`config.mk`:
```
export PLATFORM = sky130hd
export DESIGN_NAME = dp_lane_pattern_gen
export DESIGN_NICKNAME = d
export VERILOG_FILES = /design/src/rtl/dp_lane_pattern_gen.sv
export SDC_FILE = /design/constraint.sdc
export NUM_CORES = 1
export LEC_CHECK = 0
export BUFFER_PORTS_ARGS = -buffer_cell sky130_fd_sc_hd__buf_4
export CAP_MARGIN = 5
export CORE_ASPECT_RATIO = 2
export CORE_MARGIN = 5
export CORE_UTILIZATION = 30
export CTS_BUF_LIST = sky130_fd_sc_hd__clkbuf_4
export DETAILED_ROUTE_END_ITERATION = 6
export SLEW_MARGIN = 20
export SYNTH_ARGS = -nofsm -noshare
export SYNTH_HDL_FRONTEND = slang
export SYNTH_SLANG_ARGS = --single-unit
```
`constraint.sdc`:
```
create_clock -name clk -period 1.4 [get_ports clk]
set_input_delay 0.28 -clock clk [delete_from_list [all_inputs] [get_ports clk]]
set_output_delay 0.28 -clock clk [all_outputs]
set_load 0.02 [all_outputs]
```
`src/rtl/dp_lane_pattern_gen.sv`:
```
// DisplayPort main-link symbol source: per-lane idle/data/TPS1/TPS2 word generation
// followed by an optional inter-lane symbol skew stage, 4 symbols per lane per clock.
module dp_lane_pattern_gen #(
    parameter int LANES = 2,
    parameter int SKEW  = 2
) (
    input  logic                 clk,
    input  logic                 reset,
    input  logic [1:0]           ctl_mode,
    input  logic                 skew_en,
    input  logic [32*LANES-1:0]  datain,
    input  logic [4*LANES-1:0]   iskin,
    output logic [32*LANES-1:0]  txdata,
    output logic [4*LANES-1:0]   txisk,
    output logic [1:0]           mode_act,
    output logic                 tps2_wrap
);

    if (LANES < 1 || LANES > 4 || (LANES - 1) * SKEW > 12) begin : g_param_check
        $error("dp_lane_pattern_gen: LANES must be 1..4 and (LANES-1)*SKEW <= 12");
    end

    typedef enum logic [1:0] {
        MODE_IDLE = 2'd0,
        MODE_DATA = 2'd1,
        MODE_TPS1 = 2'd2,
        MODE_TPS2 = 2'd3
    } mode_t;

    mode_t       mode_q, mode_d;
    logic [2:0]  idx_q, idx_d;
    logic        wrap_s1_q, wrap_s1_d;
    logic [31:0] pat_word;
    logic [3:0]  pat_isk;

    logic [31:0] s1_data_q [LANES];
    logic [3:0]  s1_isk_q  [LANES];
    logic [31:0] s1_data_d [LANES];
    logic [3:0]  s1_isk_d  [LANES];

    logic [31:0] h1_data_q [LANES];
    logic [31:0] h2_data_q [LANES];
    logic [31:0] h3_data_q [LANES];
    logic [3:0]  h1_isk_q  [LANES];
    logic [3:0]  h2_isk_q  [LANES];
    logic [3:0]  h3_isk_q  [LANES];

    logic [127:0] cat_data [LANES];
    logic [15:0]  cat_isk  [LANES];
    logic [3:0]   dly      [LANES];
    logic [31:0]  tx_data_d [LANES];
    logic [3:0]   tx_isk_d  [LANES];
    logic [31:0]  tx_data_q [LANES];
    logic [3:0]   tx_isk_q  [LANES];
    logic         wrap_s2_q;

    // Mode register and TPS2 index; a running TPS2 period only yields at idx4.
    always_ff @(posedge clk) begin
        if (reset) begin
            mode_q    <= MODE_IDLE;
            idx_q     <= 3'd0;
            wrap_s1_q <= 1'b0;
        end else begin
            mode_q    <= mode_d;
            idx_q     <= idx_d;
            wrap_s1_q <= wrap_s1_d;
        end
    end

    always_comb begin
        mode_d    = mode_q;
        idx_d     = 3'd0;
        wrap_s1_d = 1'b0;
        pat_word  = 32'h4A4A4A4A;
        pat_isk   = 4'b0000;
        case (idx_q)
            3'd0:    begin pat_word = 32'hCBBCCBBC; pat_isk = 4'b0101; end
            3'd2:    begin pat_word = 32'hCBBC4A4A; pat_isk = 4'b0100; end
            3'd3:    begin pat_word = 32'h4A4ACBBC; pat_isk = 4'b0001; end
            default: begin pat_word = 32'h4A4A4A4A; pat_isk = 4'b0000; end
        endcase
        if (mode_q != MODE_TPS2 || idx_q == 3'd4) begin
            mode_d = mode_t'(ctl_mode);
        end
        if (mode_q == MODE_TPS2) begin
            idx_d     = (idx_q == 3'd4) ? 3'd0 : idx_q + 3'd1;
            wrap_s1_d = (idx_q == 3'd4);
        end
        for (int n = 0; n < LANES; n++) begin
            s1_data_d[n] = 32'd0;
            s1_isk_d[n]  = 4'd0;
            case (mode_q)
                MODE_DATA: begin
                    s1_data_d[n] = datain[32*n +: 32];
                    s1_isk_d[n]  = iskin[4*n +: 4];
                end
                MODE_TPS1: s1_data_d[n] = 32'h4A4A4A4A;
                MODE_TPS2: begin
                    s1_data_d[n] = pat_word;
                    s1_isk_d[n]  = pat_isk;
                end
                default: ;
            endcase
        end
    end

    // Stream order oldest-first: h3 occupies bytes 0..3, the live stage-1 word bytes 12..15.
    always_comb begin
        for (int n = 0; n < LANES; n++) begin
            cat_data[n]  = {s1_data_q[n], h1_data_q[n], h2_data_q[n], h3_data_q[n]};
            cat_isk[n]   = {s1_isk_q[n], h1_isk_q[n], h2_isk_q[n], h3_isk_q[n]};
            dly[n]       = skew_en ? 4'(n * SKEW) : 4'd0;
            tx_data_d[n] = cat_data[n][8 * (12 - int'(dly[n])) +: 32];
            tx_isk_d[n]  = cat_isk[n][(12 - int'(dly[n])) +: 4];
        end
    end

    always_ff @(posedge clk) begin
        if (reset) begin
            wrap_s2_q <= 1'b0;
            for (int n = 0; n < LANES; n++) begin
                s1_data_q[n] <= 32'd0;
                s1_isk_q[n]  <= 4'd0;
                h1_data_q[n] <= 32'd0;
                h2_data_q[n] <= 32'd0;
                h3_data_q[n] <= 32'd0;
                h1_isk_q[n]  <= 4'd0;
                h2_isk_q[n]  <= 4'd0;
                h3_isk_q[n]  <= 4'd0;
                tx_data_q[n] <= 32'd0;
                tx_isk_q[n]  <= 4'd0;
            end
        end else begin
            wrap_s2_q <= wrap_s1_q;
            for (int n = 0; n < LANES; n++) begin
                s1_data_q[n] <= s1_data_d[n];
                s1_isk_q[n]  <= s1_isk_d[n];
                h1_data_q[n] <= s1_data_q[n];
                h2_data_q[n] <= h1_data_q[n];
                h3_data_q[n] <= h2_data_q[n];
                h1_isk_q[n]  <= s1_isk_q[n];
                h2_isk_q[n]  <= h1_isk_q[n];
                h3_isk_q[n]  <= h2_isk_q[n];
                tx_data_q[n] <= tx_data_d[n];
                tx_isk_q[n]  <= tx_isk_d[n];
            end
        end
    end

    always_comb begin
        txdata = '0;
        txisk  = '0;
        for (int n = 0; n < LANES; n++) begin
            txdata[32*n +: 32] = tx_data_q[n];
            txisk[4*n +: 4]    = tx_isk_q[n];
        end
    end

    assign mode_act  = mode_q;
    assign tps2_wrap = wrap_s2_q;

endmodule
```
# --- After elaboration in Yosys (flattened, before gate mapping) ---
# Memories as Yosys holds them, arrays and structs flattened.
# Cells that the tools add are included.
word_totals:
  regBits: 7
  mem_bits_rw: 360
  in_bits: 77
  out_inout_bits: 75
  word_cells: 80
  mem_count: 10
classes:
  n_addsub: 2
  eq_ne: 7
  shifts: 2
  n_mux: 30
  n_bitwise: 21
  n_reduce_logical: 4
memory_table:
  columns: ["memory", "words", "word_bits", "rd", "rd_clocked_by_memory_dff", "write_ports", "line", "source"]
  rows:
  - ["h1_data_q", 2, 32, 2, 0, 2, "41", "logic [31:0] h1_data_q [LANES];"]
  - ["h2_data_q", 2, 32, 2, 0, 2, "42", "logic [31:0] h2_data_q [LANES];"]
  - ["h3_data_q", 2, 32, 1, 0, 2, "43", "logic [31:0] h3_data_q [LANES];"]
  - ["s1_data_q", 2, 32, 2, 0, 2, "36", "logic [31:0] s1_data_q [LANES];"]
  - ["tx_data_q", 2, 32, 2, 0, 2, "53", "logic [31:0] tx_data_q [LANES];"]
  - ["h1_isk_q", 2, 4, 2, 0, 2, "44", "logic [3:0] h1_isk_q [LANES];"]
  - ["+4 memories", null, null, null, null, null, null, null]
ops:
  columns: ["cell", "n"]
  rows:
  - ["32-bit 2-to-1 mux", 10]
  - ["32-bit one-hot mux with 3 select lines", 3]
  - ["128-bit by 8-bit variable part select with 32-bit output", 1]
  - ["4-bit 2-to-1 mux", 10]
  - ["1-bit bitwise OR", 20]
  - ["4-bit one-hot mux with 2 select lines", 2]
  - ["16-bit by 5-bit variable part select with 4-bit output", 1]
  - ["3-bit one-hot mux with 3 select lines", 1]
  - ["3-bit by 2-bit == test with 1-bit output, second input constant", 2]
  - ["4-bit by 2-bit subtractor with 5-bit output, first input constant", 1]
  - ["2-bit == test, second input constant", 2]
  - ["3-bit by 1-bit adder with 3-bit output, second input constant", 1]
  - ["3-bit == test, second input constant", 1]
  - ["3-bit zero test", 1]
  - ["1-bit 2-to-1 mux", 3]
  - ["3-bit OR reduction", 1]
  - ["2-bit by 1-bit == test with 1-bit output, second input constant", 1]
  - ["2-bit 2-to-1 mux", 1]
  - ["2-bit inequality test, second input constant", 1]
  - ["2-bit OR reduction", 1]
  - ["1-bit logical OR", 1]
  - ["1-bit NOT", 1]

# --- Depth between registers and ports, before layout ---
# Gate-level depths: netlist (run 1).
logic_depth:
  depth_word: 4
  ltp_mapped: 6
  depth_no_buf: 5

# --- Least setup slack after synthesis (run 1) ---
# OpenSTA, ideal clock, no wires.
synth_timing:
  path_kind: "reg-to-reg"
  start: "reg idx_q[0]"
  end: "mem s1_data_q[0][23]"
  setup_ns: 0.114
  arrival_time_ns: 1.214
  t_required_ns: 1.286
  slack_ns: 0.072
  stages_incl_launch_ff: 7
  path_buffers: 1
  synth_period_minus_slack_ns: 1.328
  path_cell_list: "dfxtp_1 > inv_1 > ha_1 > o21bai_1 > nor2_4 > buf_4 > a21o_1"
synth_lines:
  columns: ["item", "line", "source"]
  rows:
  - ["start, declared", "31", "logic [2:0] idx_q, idx_d;"]
  - ["start signal, assigned", "65", "idx_q <= idx_d;"]
  - ["end, declared", "36", null]

==> metrics.csv, run 1 <==
stage,metric,value,unit
run_status,outcome,finished clean,
logic_synthesis,Syn Inst Count,449,
clock_tree,CTS tree,yes,
critical_path,CP max-delay cell,dfxtp_4,
power,Switching Power,0.002162,W
critical_path,Worst EP required,1.88,ns
min_path,hold crit path type,in -> reg,
logic_synthesis,post-synthesis sequential area ratio,0.6565,
floorplan,# rows,67,
power,internal power,0.006816,W
global_route,largest net degree at the start of global routing,58,
logic_synthesis,synth unique cells,25,
critical_path,critical-path cell list,inv_1 -> ha_2 -> o21bai_2 -> nor2_4 -> a21o_1,
clock_tree,H-tree depth,4,
clock_tree,"Clk pin slew, worst setup/hold paths",0.14,ns
floorplan,die area,20060,µm²
detailed_routing,vias after detailed routing,3815,
critical_path,"CP delay by family, top",flip-flops,
critical_path,WP data arrival,1.82,ns
sta,Tcrit/Tclk final,0.9601,
global_route,vias in the first global route,4092,
critical_path,WP buf/inv,1,
place,number of port buffers,151,
critical_path,Critical Path Stages,5,
global_route,first-pass GRT wire length,20120,µm
power,Design Power,0.008977,W
finish,Final #Nets,763,
sta,hold violation count in the final report,0,
power,Clk network pwr share,0.331,
floorplan,core area,16850,µm²
detailed_routing,Initial DRC Count,54,
floorplan,Die X-Extent,102.7,µm
detailed_routing,first drt pass iteration count,4,
critical_path,max incr delay on CP,0.38,ns
power,Sequential Power Share,0.564,
sta,Period minus WS final,1.344,ns
floorplan,die height,195.4,µm
logic_synthesis,Synthesized Nets,530,
sta,RSZ-0062 raised after global routing,true,
critical_path,CP max FO,14,
logic_synthesis,ys flop type,dfxtp_1,
detailed_routing,WL/cell,14.10,µm
global_route,remaining global-route overflow,0,
global_route,initial antenna violation count,2,
critical_path,register-to-register setup slack,0.06,ns
detailed_routing,DR DRC count,0,
sta,fmax,0.7440,GHz
sta,Slew headroom,0.7656,
logic_synthesis,async set-reset flop share out of synthesis,0,
finish,layout cells sized above 1,0.3646,
sta,Setup Viol. Count Final,0,
critical_path,WS Path Type,reg -> reg,
finish,"commonest cells after routing, fill and taps aside","dfxtp_1, buf_4, nor2_1",
power,sw frac,0.2408,
power,power density over the cells,1145,nW/µm²
critical_path,Worst setup EP type,flop,
place,Final HPWL DP,8710,µm
place,Final Wtd Congestion,0.8187,
floorplan,Starting Density,0.3059,
clock_tree,clk_lat worst skew,0.54,ns
sta,Clock Skew,0.02646,ns
clock_tree,CTS root buf,clkbuf_4,
detailed_routing,final wirelength,12740,µm
critical_path,crit start category,flop,
clock_tree,clock buffer depth,2,
sta,Worst-Margin Slew,0.3508,ns
sta,Slew Limit Fails,0,
critical_path,reg2reg path depth,5,
logic_synthesis,post-synthesis register bit count,169,
detailed_routing,Final ANT Viol Nets,0,
power,share of power burned in combinational logic,0.105,
clock_tree,# clock sinks,169,
min_path,hold path depth,3,
power,maximum VDD drop,0.6231,mV
logic_synthesis,number of synthesized flops with an enable pin,0,
clock_tree,CTS Buf Count,17,
sta,hold slack,0.1571,ns
global_route,GRT Overall Usage,0.1324,
logic_synthesis,Synth Cell Area,5154,µm²
floorplan,Ports,152,
power,leak pwr,3.715,nW
finish,layout overhead on the synthesized area,52.15,%
detailed_routing,Via density,4.225,
logic_synthesis,Synthesis Warnings,0,
flow_run,Max Cap Viol,0,
logic_synthesis,Syn Area/Cell,11.48,µm²
metal layers:
metal / up-vias / global-route usage / routed length, µm
li1: 1885 / - / -
met1: 1779 / 0.1291 / 4418
met2: 121 / 0.2365 / 7086
met3: 30 / 0.03786 / 728
met4: 0 / 0.08175 / 503
met5: - / 0 / 0
synthesized netlist by cell type (all sizes together), types with 3 or more instances:
cell type / count / area (µm²)
mux2i: 36 / 360.4
dfxtp: 169 / 3383
and2: 20 / 125.1
inv: 7 / 26.28
a21o: 28 / 210.2
buf: 20 / 148.9
o21bai: 3 / 22.52
nor2: 85 / 326.6
clkbuf: 7 / 28.78
nor2b: 55 / 344.1
ha: 4 / 50.05
nor3: 4 / 20.02
cell families after synthesis:
group / Yosys count / synth area share
AND/OR/NAND/NOR: 171 / 0.1712
flip-flops: 169 / 0.6565
multiplexers: 36 / 0.06992
AO/OA/AOI/OAI: 35 / 0.05317
buffers and inverters: 34 / 0.03957
adder cells (fa/ha/maj): 4 / 0.009711
cell type report:
class / instances / area [µm²]
Fill cell: 1529 / 9009
Sequential cell: 169 / 3442
Timing Repair Buffer: 241 / 2171
Multi-Input combinational cell: 246 / 1633
Tap cell: 207 / 259.0
Clock inverter: 13 / 170.2
Clock buffer: 18 / 135.1
Inverter: 7 / 26.28
Antenna cell: 2 / 5.005
worst reg2reg max path, stage by stage, from the launching register on:
cell,delay [ns]
dfxtp_4,0.38
inv_1,0.12
ha_2,0.24
o21bai_2,0.11
nor2_4,0.30
a21o_1,0.14
power by group through the flow:
stage                     Clock [W]  Sequential, W  Combinational, W
after detailed placement          0        0.00517          0.000734
after global routing        0.00332        0.00509           0.00102
final                       0.00297        0.00506          0.000943
after global placement            0        0.00517          0.000718
after CTS                   0.00311        0.00506          0.000939
after floorplan                   0        0.00523          0.000311
registers in the layout (all words and copies together) (netlist names):
| register | cells |
|---|---|
| s1_data_q | 64 |
| tx_data_q | 64 |
| h1_data_q | 16 |
| s1_isk_q | 8 |
| h1_isk_q | 6 |
| tx_isk_q | 4 |
| idx_q | 3 |
| mode_act | 2 |
| tps2_wrap | 1 |
| wrap_s1_q | 1 |
final timing paths:
path | from | end
worst max-delay path | idx_q[0]$_SDFF_PP0_ | s1_isk_q[0][6]$_SDFF_PP0_
worst min-delay path | skew_en | tx_data_q[0][35]$_SDFF_PP0_
worst max register to register | idx_q[0]$_SDFF_PP0_ | s1_isk_q[0][6]$_SDFF_PP0_
worst min register to register | s1_isk_q[0][0]$_SDFF_PP0_ | h1_isk_q[0][0]$_SDFF_PP0_
metrics by stage:
| step | setup slack (ns) | util | TNS (ns) | cells | instance area [µm²] |
|---|---|---|---|---|---|
| 2_1_floorplan | 0.07196 | - | 0 | 449 | 5154 |
| 5_1_grt | -0.04616 | 0.4654 | -0.4101 | 903 | 7841 |
| 3_3_place_gp | 0.08238 | 0.3855 | 0 | 792 | 6496 |
| 3_5_place_dp | -0.06754 | 0.3855 | -0.7193 | 792 | 6496 |
| 4_1_cts | -0.08490 | 0.4531 | -0.09821 | 900 | 7635 |
| 6_report | 0.05591 | 0.4654 | 0 | 903 | 7841 |
timing repair:
action                                 4_1_cts  5_1_grt
pin swaps                                    1        2
hold buffers                                74        0
endpoints found under the hold margin       74        0
setup endpoints to repair                   42       58
resized for setup                           26       71
setup buffers                                3        2
Power figures use the tool's default switching activity.
==> run 2, diff against run 1 <==
- SETUP_SLACK_MARGIN: unset -> 0.4
==> metrics.csv, run 2 (synthesized netlist as in run 1, its figures left out) <==
stage,metric,value,unit,change
run_status,outcome,finished with violations,,was finished clean
run_status,failing checks,negative setup slack,,
power,share of power burned in combinational logic,0.134,,was 0.105
global_route,met1 usage,0.1486,,was 0.1291
finish,layout overhead on the synthesized area,68.73,%,was 52.15%
global_route,routing usage on met3,0.04321,,was 0.03786
critical_path,Worst setup EP type,flop,,unchanged
global_route,remaining global-route overflow,0,,unchanged
place,placed cells,791,,was 792
clock_tree,H-tree depth,4,,unchanged
detailed_routing,first drt pass iteration count,4,,unchanged
finish,"commonest non-fill, non-tap cell in the layout",dfxtp_1,,
place,pre-CTS setup slack,0.08749,ns,was -0.06754 ns
clock_tree,"Clk pin slew, worst setup/hold paths",0.14,ns,about the same
critical_path,reg2reg path depth,8,,was 5
sta,hold slack,0.1714,ns,was 0.1571 ns
critical_path,WP data arrival,1.88,ns,was 1.82 ns
global_route,GRT Overall Usage,0.1516,,was 0.1324
detailed_routing,vias after detailed routing,3951,,"was 3,815"
finish,final core occ,0.5161,,was 0.4654
min_path,hold path depth,3,,unchanged
power,Switching Power,0.002304,W,was 0.002162 W
global_route,met2 usage,0.2806,,was 0.2365
sta,RSZ-0062 raised after global routing,true,,unchanged
sta,fmax,0.6943,GHz,was 0.7440 GHz
power,leak pwr,4.001,nW,was 3.715 nW
min_path,hold_sp,reset,,was skew_en
floorplan,Starting Density,0.3059,,unchanged
floorplan,die height,195.4,µm,unchanged
floorplan,Ports,152,,unchanged
clock_tree,clock buffer depth,2,,unchanged
finish,final std cells w/o fill,931,,was 903
min_path,hold crit path type,in -> reg,,unchanged
floorplan,die area,20060,µm²,unchanged
sta,worst setup margin,-0.04037,ns,was 0.05591 ns
clock_tree,# clock sinks,169,,unchanged
finish,layout cells sized above 1,0.4765,,was 0.3646
sta,setup TNS,-0.3251,ns,was 0 ns
sta,Worst-Margin Slew,0.4437,ns,was 0.3508 ns
global_route,GRT busiest layer,met2,,unchanged
power,power density over the cells,1006,nW/µm²,was 1145 nW/µm²
finish,Layout fillers,1431,,"was 1,529"
detailed_routing,Via density,4.244,,was 4.225
floorplan,core area,16850,µm²,unchanged
finish,Final #Nets,790,,was 763
detailed_routing,Final ANT Viol Nets,0,,unchanged
critical_path,reg2reg end,s1_data_q[0][40]$_SDFF_PP0_,,was s1_isk_q[0][6]$_SDFF_PP0_
power,Clk network pwr share,0.287,,was 0.331
finish,"commonest cells after routing, fill and taps aside","dfxtp_1, buf_6, buf_4",,"was dfxtp_1, buf_4, nor2_1"
global_route,initial antenna violation count,2,,unchanged
clock_tree,CTS root buf,clkbuf_4,,unchanged
sta,hold violation count in the final report,0,,unchanged
flow_run,Max Cap Viol,0,,unchanged
sta,Slew headroom,0.7042,,was 0.7656
place,Final Wtd Congestion,0.7834,,was 0.8187
clock_tree,clk_lat worst skew,0.55,ns,was 0.54 ns
clock_tree,CTS tree,yes,,unchanged
detailed_routing,final wirelength,14460,µm,"was 12,740 µm"
detailed_routing,WL/cell,15.53,µm,was 14.10 µm
critical_path,RR Startpoint,idx_q[0]$_SDFF_PP0_,,unchanged
floorplan,Die X-Extent,102.7,µm,unchanged
critical_path,CP max FO,5,,was 14
power,internal power,0.006446,W,was 0.006816 W
critical_path,register-to-register setup slack,-0.04,ns,was 0.06 ns
sta,Clock Skew,0.01857,ns,was 0.02646 ns
clock_tree,CTS Buf Count,17,,unchanged
detailed_routing,DR DRC count,0,,unchanged
sta,Period minus WS final,1.440,ns,was 1.344 ns
finish,Largest regs,"s1_data_q (64), tx_data_q (64), h1_data_q (16)",,unchanged
global_route,largest net degree at the start of global routing,44,,was 58
min_path,Hold EP,wrap_s1_q$_SDFF_PP0_,,was tx_data_q[0][35]$_SDFF_PP0_
place,number of port buffers,151,,unchanged
critical_path,WS Path Type,reg -> reg,,unchanged
power,Sequential Power Share,0.579,,was 0.564
power,sw frac,0.2633,,was 0.2408
sta,Tcrit/Tclk final,1.029,,was 0.9601
sta,Slew Limit Fails,0,,unchanged
place,Final HPWL DP,8788,µm,was 8710 µm
detailed_routing,Initial DRC Count,77,,was 54
sta,Setup Viol. Count Final,22,,was 0
power,maximum VDD drop,0.5400,mV,was 0.6231 mV
global_route,first-pass GRT wire length,23120,µm,"was 20,120 µm"
global_route,vias in the first global route,4584,,"was 4,092"
floorplan,# rows,67,,unchanged
critical_path,Worst EP required,1.84,ns,was 1.88 ns
critical_path,crit start category,flop,,unchanged
## run 2: cell types whose count changed in the layout (fill, tap and decap cells not counted), moves of 4 or more
cell	change
nor2_1	-18
buf_4	-45
nor3_1	-4
nor2_2	+4
nor2_4	+14
nor3_2	+4
buf_6	+55
buf_16	+5
dfxtp_2	+36
buf_12	+7
dfxtp_1	-37
## run 2: how the worst max path moves through the flow
stage	from	end	slack (ns)	depth (start not counted)
after floorplan	idx_q[1]$_SDFF_PP0_	s1_data_q[0][17]$_SDFF_PP0_	0.22	5
after global placement	idx_q[1]$_SDFF_PP0_	s1_data_q[0][22]$_SDFF_PP0_	0.13	5
after detailed placement	idx_q[2]$_SDFF_PP0_	s1_data_q[0][22]$_SDFF_PP0_	0.09	5
after CTS	mode_act[1]$_SDFFE_PP0P_	mode_act[1]	-0.08	2
after global routing	mode_act[1]$_SDFFE_PP0P_	mode_act[1]	-0.1	2
final	idx_q[0]$_SDFF_PP0_	s1_data_q[0][40]$_SDFF_PP0_	-0.04	8
## run 2: critical path, cell delays in order (launching register included)
cell and delay, ns:
dfxtp_4 0.41, inv_4 0.05, ha_4 0.17, buf_6 0.12, nand2b_4 0.09, a21oi_4 0.08
buf_12 0.13, buf_12 0.12, a21o_1 0.15
## run 2: through the flow
stage | cell area, µm² | total power, W
floorplan | 5265 | 0.005551
global placement | 6595 | 0.005890
detailed placement | 6595 | 0.005908
CTS | 8506 | 0.008844
global route | 8696 | 0.009177
finish | 8696 | 0.008751
## run 2: power groups by stage
| stage | registers, W | clock network [W] | logic (W) |
|---|---|---|---|
| finish | 0.00507 | 0.00251 | 0.00117 |
| floorplan | 0.00523 | 0 | 0.000322 |
| global placement | 0.00516 | 0 | 0.000728 |
| detailed placement | 0.00517 | 0 | 0.000741 |
| global route | 0.00510 | 0.00283 | 0.00125 |
| CTS | 0.00507 | 0.00265 | 0.00112 |
## run 2: final cells by class
type                       instances  area [µm²]  area share
sequential                       169        3491      0.4014
clock buffer                      18       135.1     0.01554
tap                              207       259.0     0.02978
clock inverter                    14       112.6     0.01295
timing repair buffer             268        2833      0.3258
antenna                            2       5.005   0.0005755
multi-input combinational        246        1827      0.2101
inverter                           7       33.78    0.003885
## run 2: routing by layer
metal / vias up / part of all wire
met5: - / 0
met4: 0 / 0.029
met3: 28 / 0.056
met2: 121 / 0.56
met1: 1860 / 0.35
li1: 1942 / -
## run 2: timing repair
| action | CTS | global route |
|---|---|---|
| gates cloned | 7 | 2 |
| pin swaps | 24 | 7 |
| buffers inserted | 18 | 3 |
| resized for setup | 200 | 27 |
| endpoints found under the hold margin | 81 | 0 |
| hold buffers | 76 | 0 |
| endpoints found under the setup margin | 152 | 152 |
